===== config.mk =====
export PLATFORM = sky130hd
export DESIGN_NAME = register_file
export DESIGN_NICKNAME = d
export VERILOG_FILES = /design/src/rtl/register_file.sv
export SDC_FILE = /design/constraint.sdc
export NUM_CORES = 2
export LEC_CHECK = 0
export BUFFER_PORTS_ARGS = -buffer_cell sky130_fd_sc_hd__buf_4
export CORE_ASPECT_RATIO = 1.4
export CORE_MARGIN = 1.5
export CORE_UTILIZATION = 65
export DETAILED_ROUTE_END_ITERATION = 6
export PLACE_DENSITY = 0.82
export SYNTH_ARGS = -nofsm -noshare
export SYNTH_HDL_FRONTEND = slang
export SYNTH_SLANG_ARGS = --single-unit
export TNS_END_PERCENT = 10

===== constraint.sdc =====
create_clock -name clk -period 54.6 [get_ports clk]
set_clock_uncertainty 0.05 [all_clocks]
set_input_delay 8.19 -clock clk [delete_from_list [all_inputs] [get_ports clk]]
set_output_delay 8.19 -clock clk [all_outputs]
set_load 0.02 [all_outputs]

===== src/rtl/register_file.sv =====
// rtl/register_file.sv - two-read one-write register file with optional zero entry 0.
// Define REGFILE_BYPASS_EN to forward same-cycle write data to matching read ports.
module register_file #(
   parameter int WIDTH   = 32,
   parameter int DEPTH   = 32,
   parameter int ADDR_W  = 5,
   parameter int ZERO_R0 = 1
) (
   input  logic              clk,
   input  logic              rst,
   input  logic              write_n,
   input  logic [ADDR_W-1:0] waddr,
   input  logic [WIDTH-1:0]  wdata,
   input  logic [ADDR_W-1:0] raddr1,
   input  logic [ADDR_W-1:0] raddr2,
   output logic [WIDTH-1:0]  rdata1,
   output logic [WIDTH-1:0]  rdata2
);

   localparam int IDX_W = (DEPTH > 1) ? $clog2(DEPTH) : 1;
   localparam logic [ADDR_W:0] DEPTH_L = (ADDR_W + 1)'(DEPTH);

   logic [WIDTH-1:0] mem_q [DEPTH];
   logic [WIDTH-1:0] mem_d [DEPTH];
   logic             wr_ok;

   always_comb begin
      wr_ok = !write_n && ({1'b0, waddr} < DEPTH_L) &&
              !((ZERO_R0 != 0) && (waddr == '0));
      mem_d = mem_q;
      if (wr_ok) begin
         mem_d[waddr[IDX_W-1:0]] = wdata;
      end
   end

   always_ff @(posedge clk or posedge rst) begin
      if (rst) begin
         for (int i = 0; i < DEPTH; i++) begin
            mem_q[i] <= '0;
         end
      end else begin
         mem_q <= mem_d;
      end
   end

   // Out-of-range and hard-wired-zero addresses read 0; reset forces both ports to 0.
   always_comb begin
      logic [ADDR_W-1:0] ra;
      logic [WIDTH-1:0]  rd [2];
      for (int p = 0; p < 2; p++) begin
         ra    = (p == 0) ? raddr1 : raddr2;
         rd[p] = '0;
         if (!rst && ({1'b0, ra} < DEPTH_L) && !((ZERO_R0 != 0) && (ra == '0))) begin
            rd[p] = mem_q[ra[IDX_W-1:0]];
`ifdef REGFILE_BYPASS_EN
            if (wr_ok && (ra == waddr)) begin
               rd[p] = wdata;
            end
`endif
         end
      end
      rdata1 = rd[0];
      rdata2 = rd[1];
   end

endmodule


==> flow_metrics.env <==
export IMPL_status="finished, final reports clean"
export IMPL_cap_violations=0
export IMPL_synth_top_area_cell="dfrtp_1"
export IMPL_fmax_ghz=0.0482
export IMPL_end_kind="primary output"
export IMPL_syn_inst=3532
export IMPL_vias_per_cell=7.66
export IMPL_worstSetupPathType="in2out"
export IMPL_wl_per_cell_um=36.7
export IMPL_dp_cells=4380
export IMPL_drt_iter0_markers=3885
export IMPL_grt_pass1_vias=37300
export IMPL_worstMarginPinSlew_ps=1390
export IMPL_largest_register_ffs=1024
export IMPL_synth_area_mux_share=0.441
export IMPL_layout_nets=3453
export IMPL_fill_cells=5267
export IMPL_synth_area_leaders="dfrtp_1 (47%), mux2_2 (21%), mux4_2 (18%)"
export IMPL_clk_insertion_delay_late_ps=690
export IMPL_ys_warn_count=0
export IMPL_top_register="mem_q"
export IMPL_area_growth_syn_to_layout_pct=8.09
export IMPL_ant_nets=0
export IMPL_rows=125
export IMPL_path_max_fanout=121
export IMPL_cts_sinks=1024
export IMPL_fin_crit_sh=0.380
export IMPL_cts_buffers_inserted=100
export IMPL_synthDominantCellAreaShare=0.472
export IMPL_layout_cells_non_filler=4570
export IMPL_slew_viol_final=0
export IMPL_holdWs_ps=343
export IMPL_placed_area_mm2=0.0553
export IMPL_leakage_nw=25.7
export IMPL_gp_congestion=0.845
export IMPL_cts_path_max_buffers=3
export IMPL_cts_max_level=3
export IMPL_grt_usage=0.406
export IMPL_antenna_found_initial=13
export IMPL_io_pins=114
export IMPL_synth_distinct_cells=42
export IMPL_finalWorstPathRequiredPeriod_ps=20750
export IMPL_synth_top_family_by_area="multiplexers"
export IMPL_start_util=0.655
export IMPL_clk_pin_slew_ps=60
export IMPL_hpwl_mm=91.0
export IMPL_critPathArrivalTime_ps=12510
export IMPL_cts_resized=0
export IMPL_ir_drop_uv=34.7
export IMPL_post_cts_buffers=0
export IMPL_max_slew_margin_rel=0.0522
export IMPL_synth_xor_xnor_area_share=0
export IMPL_synth_fp_nets=3582
export IMPL_drive_gt1_frac=0.522
export IMPL_ff2ff_path_depth=1
export IMPL_setup_viol=0
export IMPL_cts_root_buf="clkbuf_16"
export IMPL_hold_depth=0
export IMPL_fin_setup_tns_ps=0
export IMPL_fin_area_mm2=0.0587
export IMPL_cp_required_ps=46360
export IMPL_crit_path_start_kind="primary input"
export IMPL_grt_pass1_wl_mm=248
export IMPL_die_x_um=247
export IMPL_drc=0
export IMPL_largestRegisters="mem_q: 1024 flops"
export IMPL_synth_compound_area_frac=0.0399
export IMPL_power_density_mw_per_mm2=37.0
export IMPL_grt_max_degree=202
export IMPL_grt_overflow_total=0
export IMPL_hold_viol_final=0
export IMPL_yosysSeqAreaShare=0.472
export IMPL_dr_pass1_iters=5
export IMPL_cts_tree="built"
export IMPL_port_buffers=113
export IMPL_drt_wl_total_mm=168
export IMPL_die_h_um=345
export IMPL_hold_class="reg2reg"
export IMPL_core_mm2=0.0829
export IMPL_synthSimpleGateAreaFrac=0.0103
export IMPL_via_count=35000
export IMPL_avgSynthCellArea_um2=15.4
export IMPL_hold_buffers=0
export IMPL_syn_area_mm2=0.0543
export IMPL_post_synth_fa_ha_maj_area_fraction=0
export IMPL_ys_ff_latch=1024
export IMPL_die_area_mm2=0.0853
export IMPL_rsz0062_at_grt="no"
## area by class of cell
type,instances,area [µm²],share of cell area
Antenna cell,11,27.5,0.000469
Clock buffer,150,2980,0.0509
Clock inverter,29,334,0.00570
Inverter,2,15.0,0.000256
Multi-Input combinational cell,2097,26900,0.459
Sequential cell,1024,25600,0.437
Tap cell,1079,1350,0.0230
Timing Repair Buffer,178,1420,0.0242
## layout by cell type (no fill, tap or decap), types with 11 or more instances in the layout
cell       count
nor2_4        17
dfrtp_1     1024
a2111oi_0     14
clkbuf_16    103
o22a_1        32
clkinv_2      18
a2111oi_1     11
clkbuf_8      23
a211oi_1      28
o22ai_1       26
mux2i_1      280
mux4_2       438
buf_4        169
diode_2       11
mux2_2       999
o221ai_1      58
a22o_1        52
a21oi_1       20
nor3_1        26
clkbuf_1      24
## Yosys cell counts (all sizes together)
master	n
a211oi	28
a22o	52
clkbuf	194
o21a	1
o221ai	58
o311ai	2
a2111oi	25
a21oi	20
or3	3
or3b	2
nand2b	2
mux2	999
a211o	1
dfrtp	1024
buf	215
a311oi	3
nor3b	4
nor2	21
mux2i	280
nand2	26
o22ai	26
nand3b	6
nor2b	6
or2	2
a21o	1
a221oi	5
and3b	1
a31oi	3
nand3	10
mux4	438
nor3	26
o22a	32
o31ai	1
a22oi	10
inv	2
and2	3
## logic make-up (layout without fill, tap and decap cells)
kind of cell	Yosys count	in the layout
other cells	0	11
compound gates	268	268
mux	1717	1717
simple gates	112	112
buf+inv	411	359
flops	1024	1024
## per-layer routing
metal  global-route usage  wire length (µm)  vias to the layer above
met5                    0                35                        -
met4                0.275             12500                        6
met3                0.115             18300                      653
met2                0.622             78900                     2242
met1                0.506             58100                    18600
li1                     -                 -                    13500
## report_power, final
group,internal (mW),total [mW],switching [mW],leakage [nW]
clock,0.409,0.707,0.299,1.65
combinational,0.263,0.446,0.183,10.9
sequential,0.903,1.02,0.112,13.1
total,1.57,2.17,0.594,25.7
## worst max-delay path: stages
cell	delay (ps)
buf_8	490
buf_12	750
buf_4	950
mux4_2	600
a22o_1	240
a2111oi_0	630
a311oi_1	180
buf_4	250
## worst paths after layout
check	start	to	slack [ps]
min in group asynchronous	rst	mem_q[613]	7630
max reg2reg	mem_q[911]	mem_q[911]	53720
min	mem_q[995]	mem_q[995]	340
max in group asynchronous	rst	mem_q[530]	42810
max	raddr2[0]	rdata2[10]	33850
min reg2reg	mem_q[995]	mem_q[995]	340
## through the flow
step | power, mW | util | worst slack (ps)
CTS | 2.17 | 0.707 | 33800
global route | 2.25 | 0.708 | 33690
detailed placement | 1.46 | 0.667 | 33800
global placement | 1.43 | 0.667 | 33810
finish | 2.17 | 0.708 | 33850
floorplan | 1.34 | - | 12530
Note: power is estimated with default switching activity, not from simulation.
